`src/rtl/idex_pipe_stage.sv`:
```
// ID->EX pipeline stage: valid/ready handshake, flush, ALU operand select.
// Define IDEX_SKID_EN for a 2-entry skid buffer with a registered in_ready.
module idex_pipe_stage #(
  parameter int WordSize = 32,
  parameter int RegBits  = 5,
  parameter int LuiShift = 12
) (
  input  logic                clk,
  input  logic                rst,
  input  logic                flush,
  input  logic                in_valid,
  output logic                in_ready,
  input  logic [1:0]          a_sel,
  input  logic [1:0]          b_sel,
  input  logic [WordSize-1:0] pc_in,
  input  logic [WordSize-1:0] imm,
  input  logic [WordSize-1:0] rs1d,
  input  logic [WordSize-1:0] rs2d_in,
  input  logic [WordSize-1:0] branch_addr_in,
  input  logic                branch_taken_in,
  input  logic [RegBits-1:0]  rdn_in,
  output logic                out_valid,
  input  logic                out_ready,
  output logic [WordSize-1:0] pc,
  output logic [WordSize-1:0] a,
  output logic [WordSize-1:0] b,
  output logic [WordSize-1:0] rs2d,
  output logic [WordSize-1:0] branch_addr,
  output logic [RegBits-1:0]  rdn,
  output logic                branch_taken
);

  localparam int PW = 5 * WordSize + RegBits + 1;

  logic [WordSize-1:0] w_a;
  logic [WordSize-1:0] w_b;
  logic [PW-1:0]       w_in_pl;
  logic                w_push;
  logic                w_pop;

  logic [PW-1:0]       r_out_pl;
  logic                r_out_valid;

  always_comb begin
    w_a = '0;
    unique case (a_sel)
      2'd0:    w_a = rs1d;
      2'd1:    w_a = pc_in;
      default: w_a = '0;
    endcase
  end

  always_comb begin
    w_b = '0;
    unique case (b_sel)
      2'd0:    w_b = rs2d_in;
      2'd1:    w_b = imm;
      2'd2:    w_b = WordSize'(4);
      default: w_b = imm << LuiShift;
    endcase
  end

  assign w_in_pl = {pc_in, w_a, w_b, rs2d_in,
                    branch_addr_in, rdn_in,
                    branch_taken_in};

  assign {pc, a, b, rs2d, branch_addr,
          rdn, branch_taken} = r_out_pl;

  assign out_valid = r_out_valid;
  assign w_push    = in_valid & in_ready;
  assign w_pop     = r_out_valid & out_ready;

`ifdef IDEX_SKID_EN
  typedef enum logic [1:0] {
    EMPTY,
    FULL,
    SKID
  } state_t;

  state_t        r_state;
  logic [PW-1:0] r_skid_pl;
  logic          r_in_ready;

  assign in_ready = r_in_ready;

  // Payload regs survive flush; only the state and valid flags clear.
  always_ff @(posedge clk) begin
    if (rst) begin
      r_state     <= EMPTY;
      r_out_valid <= 1'b0;
      r_in_ready  <= 1'b1;
      r_out_pl    <= '0;
      r_skid_pl   <= '0;
    end else if (flush) begin
      r_state     <= EMPTY;
      r_out_valid <= 1'b0;
      r_in_ready  <= 1'b1;
    end else begin
      unique case (r_state)
        EMPTY: begin
          if (w_push) begin
            r_out_pl    <= w_in_pl;
            r_out_valid <= 1'b1;
            r_state     <= FULL;
          end
        end
        FULL: begin
          if (w_push && w_pop) begin
            r_out_pl <= w_in_pl;
          end else if (w_push) begin
            r_skid_pl  <= w_in_pl;
            r_in_ready <= 1'b0;
            r_state    <= SKID;
          end else if (w_pop) begin
            r_out_valid <= 1'b0;
            r_state     <= EMPTY;
          end
        end
        SKID: begin
          if (w_pop) begin
            r_out_pl   <= r_skid_pl;
            r_in_ready <= 1'b1;
            r_state    <= FULL;
          end
        end
        default: begin
          r_out_valid <= 1'b0;
          r_in_ready  <= 1'b1;
          r_state     <= EMPTY;
        end
      endcase
    end
  end
`else
  assign in_ready = !r_out_valid | out_ready;

  always_ff @(posedge clk) begin
    if (rst) begin
      r_out_valid <= 1'b0;
      r_out_pl    <= '0;
    end else if (flush) begin
      r_out_valid <= 1'b0;
    end else if (w_push) begin
      r_out_pl    <= w_in_pl;
      r_out_valid <= 1'b1;
    end else if (w_pop) begin
      r_out_valid <= 1'b0;
    end
  end
`endif

endmodule

```
`config.mk`:
```
export PLATFORM = sky130hd
export DESIGN_NAME = idex_pipe_stage
export DESIGN_NICKNAME = d
export VERILOG_FILES = /design/src/rtl/idex_pipe_stage.sv
export SDC_FILE = /design/constraint.sdc
export NUM_CORES = 1
export LEC_CHECK = 0
export ABC_AREA = 0
export BUFFER_PORTS_ARGS = -buffer_cell sky130_fd_sc_hd__buf_2
export CORE_AREA = 2 2 133 135
export CTS_CLUSTER_SIZE = 30
export DETAILED_ROUTE_END_ITERATION = 10
export DIE_AREA = 0 0 135 137
export GPL_TIMING_DRIVEN = 0
export PLACE_DENSITY = 0.82
export SLEW_MARGIN = 20
export SYNTH_ARGS = -nofsm -noshare
export SYNTH_HDL_FRONTEND = slang
export SYNTH_SLANG_ARGS = --single-unit
```
`constraint.sdc`:
```
create_clock -name clk -period 1.5 [get_ports clk]
set_input_delay 0.3 -clock clk [delete_from_list [all_inputs] [get_ports clk]]
set_output_delay 0.3 -clock clk [all_outputs]
set_load 0.02 [all_outputs]
```
==> flow_metrics.py, run 1 <==
metrics = {
    "status": {
        "status": "finished, violations left",
        "violations": "negative setup slack",
    },
    "clocking": {
        "clkTransAtPathRegs_ps": 60,
        "cts_sinks": 167,
        "cts-root-buf": "clkbuf_16",
        "htreeDepth": 4,
        "cts_tree": "yes",
        "cts_hold_repair.buffers": 0,
        "clock_path_buffers": 2,
        "clock_latency_ps": 420,
        "cts_inserted_buffers": 17,
    },
    "detailed_routing": {
        "wirelength_mm": 26.2,
        "routedWlPerCell_um": 18.9,
        "vias": 7665,
        "final_antenna_net_count": 0,
        "drt_iter0_drc": 428,
        "vias_per_cell": 5.53,
        "first_pass_iters": 5,
        "drcViolationCount": 0,
    },
    "timing": {
        "whs_ps": 118,
        "finalCriticalPeriod_ps": 1650,
        "fmax_mhz": 605,
        "rsz0062_at_grt": "true",
        "tightest_slew_ps": 612,
        "setup_ws_ps": -152,
        "finalHoldViolCount": 0,
        "setup_viol": 1,
        "slew_violations": 0,
        "setup_tns_ps": -152,
        "finalCritPeriodShare": 1.10,
        "max_slew_margin": 0.592,
        "clock_skew_ps": 6.56,
    },
    "power_and_ir_drop": {
        "leakagePower_nw": 4.48,
        "p_total_mw": 11.1,
        "p_per_area_mw_per_mm2": 1120,
        "irDropWorstVdd_v": 0.000743,
    },
    "synth": {
        "synthMostInstantiatedCell": "dfxtp_1",
        "synth.area.top_cells": "dfxtp_1 48%, a21oi_1 9.7%, nand3_1 8.3%, o21ai_0 7.5%, o2bb2ai_1 5.5%",
        "yosysTopAreaCellShare": 0.484,
        "synthFlopType": "dfxtp_1",
        "yosys.area.top_type": "dfxtp_1",
        "ys_seq_area_frac": 0.484,
        "ys_types": 25,
        "yosysWarnings": 0,
        "synth_common_cells": "167 x dfxtp_1, 134 x a21oi_1, 114 x nand3_1, 103 x o21ai_0, 43 x o2bb2ai_1",
        "syn_inst": 775,
        "async_flop_share": 0,
        "synth-seq-cells": 167,
        "synth.avg_cell_area_um2": 8.91,
        "syn_nets": 950,
        "syn-cell-area_mm2": 0.00690,
        "synth_edf_count": 0,
    },
    "floorplan": {
        "die-width_um": 135,
        "rows": 48,
        "initial_utilization": 0.405,
        "num_io_pins": 343,
        "core_mm2": 0.0171,
        "die_h_um": 137,
        "dieArea_mm2": 0.0185,
    },
    "grt": {
        "grt_overflow": 0,
        "track_usage": 0.270,
        "antenna_found_initial": 0,
        "grt_max_degree": 17,
        "grt_pass1_vias": 7362,
        "grt_pass1_wl_mm": 39.0,
    },
    "placement": {
        "gp_congestion": 0.932,
        "place_ws_ps": -433,
        "io_buffers": 340,
        "dp_hpwl_mm": 19.5,
        "postPlaceCellArea_mm2": 0.00888,
    },
    "finish": {
        "design_area_mm2": 0.00994,
        "nets": 1324,
        "drive_gt1_frac": 0.417,
        "syn_to_final_growth_pct": 44.1,
        "insertedDiodeCount": 0,
        "fill_cells": 1563,
    },
    "worst_setup_path": {
        "path_delay_family": "buffers and inverters",
        "cp-start-kind": "flop",
        "path_cells": "nor2b_4, buf_12, inv_16, buf_8, buf_6",
        "cp.required_ps": 1200,
        "cp_data_arrival_time_ps": 1350,
        "cp_slowest_cell": "dfxtp_2",
        "end_kind": "primary output",
        "cp_num_buf_inv": 4,
        "cp_max_fo": 5,
        "critical_path_class": "reg2out",
        "cpPeakStageDelay_ps": 330,
    },
    "job": {
        "drv_cap": 0,
    },
    "hold_path": {
        "worstHoldPathType": "in2reg",
    },
}
[layer usage]
metal / wire, um / GRT usage
met5: 0 / 0
met4: 816 / 0.109
met3: 2220 / 0.0767
met2: 12700 / 0.460
met1: 10400 / 0.322
[sequential cells by signal, indices dropped and copies added, names as in the netlist]
register	count
out_valid	1
r_out_pl	166
[layout make-up]
| class | instances | area (um^2) | area share |
|---|---|---|---|
| flip-flops and latches | 167 | 3340 | 0.336 |
| multi-input cells | 518 | 3200 | 0.322 |
| repair buffers | 355 | 1890 | 0.190 |
| plain buffers | 87 | 581 | 0.0584 |
| clock buffers | 19 | 453 | 0.0455 |
| well taps | 225 | 282 | 0.0283 |
| clock inverters | 12 | 165 | 0.0166 |
| inverters | 3 | 27.5 | 0.00277 |
[report_power, final]
group | internal [mW] | total (mW) | leakage (nW) | switching, mW
Clock | 2.73 | 4.61 | 0.298 | 1.88
Combinational | 0.695 | 1.75 | 2.81 | 1.06
Sequential | 4.64 | 4.74 | 1.36 | 0.0993
Total | 8.07 | 11.1 | 4.48 | 3.04
[cell families after synthesis]
kind of cell           count (synthesis)  synth area share
AND/OR/NAND/NOR                      164             0.121
buffers and inverters                 90            0.0665
AO/OA/AOI/OAI                        314             0.268
flip-flops                           167             0.484
multiplexers                          40            0.0595
[what timing repair did]
item,CTS,global route
setup buffers,10,3
cloned,0,2
pin swaps,1,3
endpoints found under the hold margin,0,0
endpoints found under the setup margin,141,126
resized for setup,28,62
[worst paths after layout]
kind	start	endpoint	slack, ps	cells after the start
min	flush	out_valid	120	2
min reg2reg	r_out_pl[111]	r_out_pl[111]	460	1
max reg2reg	out_valid	r_out_pl[124]	20	8
max	out_valid	in_ready	-150	5
[placed cells by master (no fill, tap or decap), types with 3 or more instances in the layout]
| cell | n |
|---|---|
| buf_2 | 360 |
| dfxtp_1 | 166 |
| a21oi_1 | 132 |
| nand3_1 | 112 |
| o21ai_0 | 101 |
| o2bb2ai_1 | 38 |
| mux2i_1 | 32 |
| clkbuf_1 | 29 |
| nand2_1 | 19 |
| clkbuf_16 | 19 |
| buf_4 | 18 |
| buf_6 | 15 |
| a311oi_1 | 14 |
| or2_2 | 12 |
| o211ai_1 | 12 |
| and2_1 | 11 |
| mux2_2 | 8 |
| a311oi_2 | 7 |
| clkbuf_2 | 6 |
| buf_12 | 5 |
| o2bb2ai_2 | 5 |
| buf_8 | 4 |
| nor3_1 | 3 |
| bufinv_16 | 3 |
| inv_6 | 3 |
[stage by stage]
| step | cells | utilization |
|---|---|---|
| final | 1386 | 0.583 |
| after global routing | 1386 | 0.583 |
| after CTS | 1381 | 0.568 |
| after detailed placement | 1340 | 0.521 |
| after global placement | 1340 | 0.521 |
| after floorplan | 775 | - |
No activity file was read; power rests on OpenSTA's default activity.
==> run 2: changes to the inputs <==
--- a/config.mk
+++ b/config.mk
@@ -13,6 +13,7 @@
 export DIE_AREA = 0 0 135 137
 export GPL_TIMING_DRIVEN = 0
 export PLACE_DENSITY = 0.82
+export SETUP_SLACK_MARGIN = 0.5
 export SLEW_MARGIN = 20
 export SYNTH_ARGS = -nofsm -noshare
 export SYNTH_HDL_FRONTEND = slang
==> run 2 against run 1 <==
Compared with the run above:
- non-clock buffer count up 75
- via count up 15%
- power up 6.0%
- core utilization up 19 points
- die area unchanged
- critical endpoint is now r_out_pl[139]
- first-iteration DRC count up 34%
- highest routed layer unchanged
- count of clock-buffer cells in the layout unchanged
- the run still ends with negative setup slack left
- critical path type is now reg2reg
- fmax down 3.7%
- combinational power up 47%
- global-route usage up 4.9 points
==> flow_metrics.py, run 2 (synthesis results as in run 1) <==
metrics = {
    "finish": {
        "regMostFlops": "r_out_pl",
        "finish.utilization": 0.771,
        "syn_to_final_growth_pct": 90.6,
        "final_cell_mix": "225 x buf_2, 146 x buf_6, 126 x dfxtp_2",
        "nets": 1399,
        "final_common_cell": "buf_2",
        "fill_cells": 988,
        "largest_reg_flops": 166,
        "drive_gt1_frac": 0.714,
    },
    "worst_setup_path": {
        "cp-start-kind": "flop",
        "cp_data_arrival_time_ps": 2000,
        "cp_max_fo": 10,
        "end_kind": "flop",
        "critical_path_class": "reg2reg",
        "cp.required_ps": 1780,
    },
    "power_and_ir_drop": {
        "irDropWorstVdd_v": 0.000785,
        "leakagePower_nw": 5.43,
        "combPwrFrac": 0.219,
        "switching_share": 0.301,
        "internal_power_mw": 8.22,
        "p_total_mw": 11.8,
        "clkPwrFrac": 0.370,
        "p_seq_frac": 0.411,
        "p_per_area_mw_per_mm2": 895,
        "switchingPower_mw": 3.54,
    },
    "grt": {
        "antenna_found_initial": 1,
        "grt_max_degree": 17,
        "track_usage": 0.319,
        "grt_overflow": 0,
        "grt_pass1_wl_mm": 45.4,
        "grt_pass1_vias": 8253,
    },
    "detailed_routing": {
        "routedWlPerCell_um": 24.5,
        "drt_iter0_drc": 572,
        "drcViolationCount": 0,
        "final_antenna_net_count": 0,
        "vias": 8781,
        "first_pass_iters": 7,
        "vias_per_cell": 6.01,
        "wirelength_mm": 35.9,
    },
    "clocking": {
        "clkTransAtPathRegs_ps": 70,
        "clock_latency_ps": 430,
        "cts_inserted_buffers": 17,
        "htreeDepth": 4,
        "cts-root-buf": "clkbuf_16",
        "cts_sinks": 167,
        "cts_tree": "yes",
        "clock_path_buffers": 2,
    },
    "timing": {
        "setup_viol": 88,
        "fmax_mhz": 583,
        "setup_ws_ps": -216,
        "tightest_slew_ps": 868,
        "clock_skew_ps": 10.0,
        "finalHoldViolCount": 0,
        "finalCriticalPeriod_ps": 1720,
        "setup_tns_ps": -5240,
        "rsz0062_at_grt": "true",
        "finalCritPeriodShare": 1.14,
        "slew_violations": 0,
        "max_slew_margin": 0.422,
    },
    "floorplan": {
        "die_h_um": 137,
        "num_io_pins": 343,
        "rows": 48,
        "core_mm2": 0.0171,
        "dieArea_mm2": 0.0185,
        "die-width_um": 135,
        "initial_utilization": 0.405,
    },
    "job": {
        "drv_cap": 0,
    },
    "hold_path": {
        "worstHoldPathType": "in2reg",
    },
    "placement": {
        "io_buffers": 340,
        "dp_hpwl_mm": 20.0,
        "place_ws_ps": -363,
        "gp_congestion": 0.883,
    },
    "status": {
        "status": "finished, violations left",
        "violations": "negative setup slack",
    },
}
[run 2: changes by cell type in the layout (fill, tap and decap cells not counted), moves of 43 or more]
cell / previous run / this run
a21oi_1: 132 / 61
a21oi_2: 2 / 69
buf_2: 360 / 225
buf_4: 18 / 61
buf_6: 15 / 146
dfxtp_1: 166 / 38
dfxtp_2: 1 / 126
nand3_1: 112 / 43
[run 2: worst max-delay path, stage by stage, from the launching register on]
cell	delay [ps]
dfxtp_4	340
nor2b_4	130
buf_12	130
buf_4	140
buf_12	140
clkbuf_4	190
o21ai_0	380
a21oi_2	110
[run 2: area by class of cell]
| cell class | instances | area (um^2) | area share |
|---|---|---|---|
| Multi-Input combinational cell | 518 | 4410 | 0.335 |
| Timing Repair Buffer | 430 | 3680 | 0.280 |
| Sequential cell | 167 | 3510 | 0.267 |
| Buffer | 87 | 673 | 0.0512 |
| Clock buffer | 19 | 453 | 0.0344 |
| Tap cell | 225 | 282 | 0.0214 |
| Clock inverter | 12 | 115 | 0.00875 |
| Inverter | 3 | 23.8 | 0.00181 |
| Antenna cell | 1 | 2.50 | 0.000190 |
[run 2: through the flow]
stage | instances | cell area (um^2) | hold slack [ps]
after floorplan | 775 | 6940 | 369
after global placement | 1340 | 8930 | 440
after detailed placement | 1340 | 8930 | 443
after CTS | 1430 | 11700 | 88.7
after global routing | 1462 | 13200 | 108
final | 1462 | 13200 | 115
[run 2: power groups by stage]
stage,logic [mW],registers (mW),clock network (mW)
global placement,1.62,4.83,0
detailed placement,1.64,4.83,0
finish,2.57,4.83,4.36
floorplan,0.660,5.08,0
CTS,2.12,4.78,4.32
global route,2.68,4.85,4.55
[run 2: layer usage]
metal	global-route usage	part of all wire	vias to the layer above
met4	0.172	0.069	0
met3	0.0789	0.083	181
met2	0.554	0.49	581
met5	0	0	-
met1	0.361	0.35	4245
li1	-	-	3774
[run 2: timing repair]
| item | in CTS | in global routing |
|---|---|---|
| setup buffers | 44 | 29 |
| setup endpoints to repair | 335 | 335 |
| resized for setup | 410 | 369 |
| hold buffers | 0 | 0 |
| cloned | 15 | 2 |
| pin swaps | 121 | 68 |
[run 2: worst paths after layout]
| path | endpoint | cells after the start | start | slack [ps] |
|---|---|---|---|---|
| max | r_out_pl[139] | 7 | out_valid | -220 |
| min | r_out_pl[36] | 3 | branch_addr_in[30] | 110 |
| min reg2reg | r_out_pl[144] | 2 | r_out_pl[144] | 460 |
| max reg2reg | r_out_pl[139] | 7 | out_valid | -220 |
==> run 3: changes to the inputs <==
--- a/config.mk
+++ b/config.mk
@@ -13,6 +13,7 @@
 export DIE_AREA = 0 0 135 137
 export GPL_TIMING_DRIVEN = 0
 export PLACE_DENSITY = 0.82
+export REMOVE_ABC_BUFFERS = 1
 export SETUP_SLACK_MARGIN = 0.5
 export SLEW_MARGIN = 20
 export SYNTH_ARGS = -nofsm -noshare
==> run 3 against run 2 <==
Compared with the run above:
- the run still ends with negative setup slack left
- power fell by 2.5%
- first-iteration DRC count increased by 22%
- routed wire length down 2.9%
- count of clock-buffer cells in the layout shrank 1
- via count down 2.2%
- clock power is essentially flat
- core utilization is 5.9 points lower
- worst hold slack gained 1.2 ps
- sequential share of layout area grew 1.3 points
- combinational power down 8.9%
- critical path type unchanged
- largest cell class unchanged
- highest routed layer is now met5
==> flow_metrics.py, run 3 (synthesis results as in run 1) <==
metrics = {
    "finish": {
        "final_common_cell": "buf_2",
        "final_cell_mix": "284 x buf_2, 115 x dfxtp_1, 110 x a21oi_1",
        "fill_cells": 1166,
        "design_area_mm2": 0.0122,
        "nets": 1337,
        "syn_to_final_growth_pct": 76.1,
        "drive_gt1_frac": 0.635,
        "regMostFlops": "r_out_pl",
        "insertedDiodeCount": 0,
        "largest_reg_flops": 166,
        "final-instance-count-excl-fill": 1400,
    },
    "clocking": {
        "cts_sinks": 167,
        "cts-root-buf": "clkbuf_16",
        "clkTransAtPathRegs_ps": 80,
        "htreeDepth": 4,
        "clock_path_buffers": 2,
        "cts_tree": "yes",
        "cts_hold_repair.buffers": 0,
        "cts_inserted_buffers": 17,
        "clock_latency_ps": 430,
    },
    "detailed_routing": {
        "first_pass_iters": 5,
        "final_antenna_net_count": 0,
        "wirelength_mm": 34.8,
        "drt_iter0_drc": 698,
        "drcViolationCount": 0,
        "routedWlPerCell_um": 24.9,
        "vias": 8585,
        "vias_per_cell": 6.13,
    },
    "timing": {
        "finalCritPeriodShare": 1.12,
        "setup_viol": 135,
        "setup_ws_ps": -182,
        "max_slew_margin": 0.314,
        "fmax_mhz": 595,
        "finalHoldViolCount": 0,
        "whs_ps": 116,
        "finalCriticalPeriod_ps": 1680,
        "rsz0062_at_grt": "true",
        "slew_violations": 0,
        "tightest_slew_ps": 1030,
        "setup_tns_ps": -13180,
        "clock_skew_ps": 15.1,
    },
    "placement": {
        "placed_cells": 1264,
        "io_buffers": 342,
        "dp_hpwl_mm": 15.6,
        "postPlaceCellArea_mm2": 0.00869,
        "place_ws_ps": -1310,
        "gp_congestion": 0.807,
    },
    "grt": {
        "grt_overflow": 0,
        "grt_pass1_wl_mm": 41.8,
        "antenna_found_initial": 1,
        "grt_max_degree": 70,
        "grt_pass1_vias": 7199,
        "track_usage": 0.298,
    },
    "floorplan": {
        "initial_utilization": 0.405,
        "num_io_pins": 343,
        "core_mm2": 0.0171,
        "die-width_um": 135,
        "rows": 48,
        "dieArea_mm2": 0.0185,
        "die_h_um": 137,
    },
    "hold_path": {
        "holdPathStages": 3,
        "worstHoldPathType": "in2reg",
    },
    "status": {
        "violations": "negative setup slack",
        "status": "finished, violations left",
    },
    "power_and_ir_drop": {
        "p_per_area_mw_per_mm2": 944,
        "irDropWorstVdd_v": 0.000754,
        "leakagePower_nw": 5.08,
    },
    "worst_setup_path": {
        "cp.required_ps": 1840,
        "cp-start-kind": "flop",
        "cp_max_fo": 5,
        "end_kind": "flop",
        "critical_path_class": "reg2reg",
        "crit_end": "r_out_pl[61]",
        "reg2reg_to": "r_out_pl[61]",
        "regToRegSetupSlack_ps": -180,
        "cp_data_arrival_time_ps": 2020,
        "reg2reg_depth": 9,
        "r2r_start": "out_valid",
        "crit_start": "out_valid",
    },
    "job": {
        "drv_cap": 0,
    },
}
[run 3: changes by cell type in the layout (fill, tap and decap cells not counted), sizes merged]
| cell | before | now |
|---|---|---|
| nand2b | 1 | 2 |
| nand3 | 114 | 118 |
| buf | 477 | 429 |
| nor2b | 1 | 2 |
| clkbuf | 58 | 23 |
| clkinv | 6 | 3 |
| diode | 1 | 0 |
| bufinv | 1 | 0 |
| inv | 8 | 22 |
| clkinvlp | 0 | 6 |
[run 3: routing by layer]
layer	global-route usage	vias to the layer above	routed length, um
li1	-	3678	-
met1	0.380	4158	12900
met2	0.503	585	17000
met3	0.0659	162	3170
met4	0.0938	2	1730
met5	0	-	13
[run 3: layout make-up]
class	count	area (um^2)	area share
Clock buffer	18	439	0.0361
Inverter	3	35.0	0.00288
Multi-Input combinational cell	524	4150	0.342
Clock inverter	14	126	0.0104
Timing Repair Buffer	435	3460	0.285
Sequential cell	167	3410	0.280
Tap cell	225	282	0.0232
Timing Repair inverter	14	246	0.0203
[run 3: how the worst min path moves through the flow]
stage,endpoint,slack [ps],from
after floorplan,r_out_pl[0],370,rst
after global placement,r_out_pl[81],440,r_out_pl[81]
after detailed placement,r_out_pl[124],440,r_out_pl[124]
after CTS,out_valid,80,flush
after global routing,r_out_pl[36],110,branch_addr_in[30]
final,r_out_pl[30],120,branch_addr_in[24]
[run 3: through the flow]
step | total power [mW] | utilization
detailed placement | 6.39 | 0.509
floorplan | 5.59 | -
global placement | 6.30 | 0.495
CTS | 10.9 | 0.607
global route | 11.8 | 0.713
finish | 11.5 | 0.713
[run 3: what timing repair did]
action,in CTS,in global routing
cloned,25,10
pin swaps,46,51
buffers inserted,29,40
endpoints found under the hold margin,0,0
gates resized for setup,165,346
setup endpoints to repair,335,335
[run 3: critical path, cell delays in order (launching register included)]
cell and delay [ps]:
dfxtp_2 340, nor2b_4 260, buf_6 140, buf_6 90, buf_8 100, buf_16 110
buf_12 140, buf_6 110, o21ai_2 50, a21oi_2 230
[run 3: power by group]
| group | total (mW) | switching (mW) | internal (mW) |
|---|---|---|---|
| Clock | 4.35 | 2.11 | 2.25 |
| Sequential | 4.78 | 0.133 | 4.65 |
| Combinational | 2.34 | 1.36 | 0.986 |
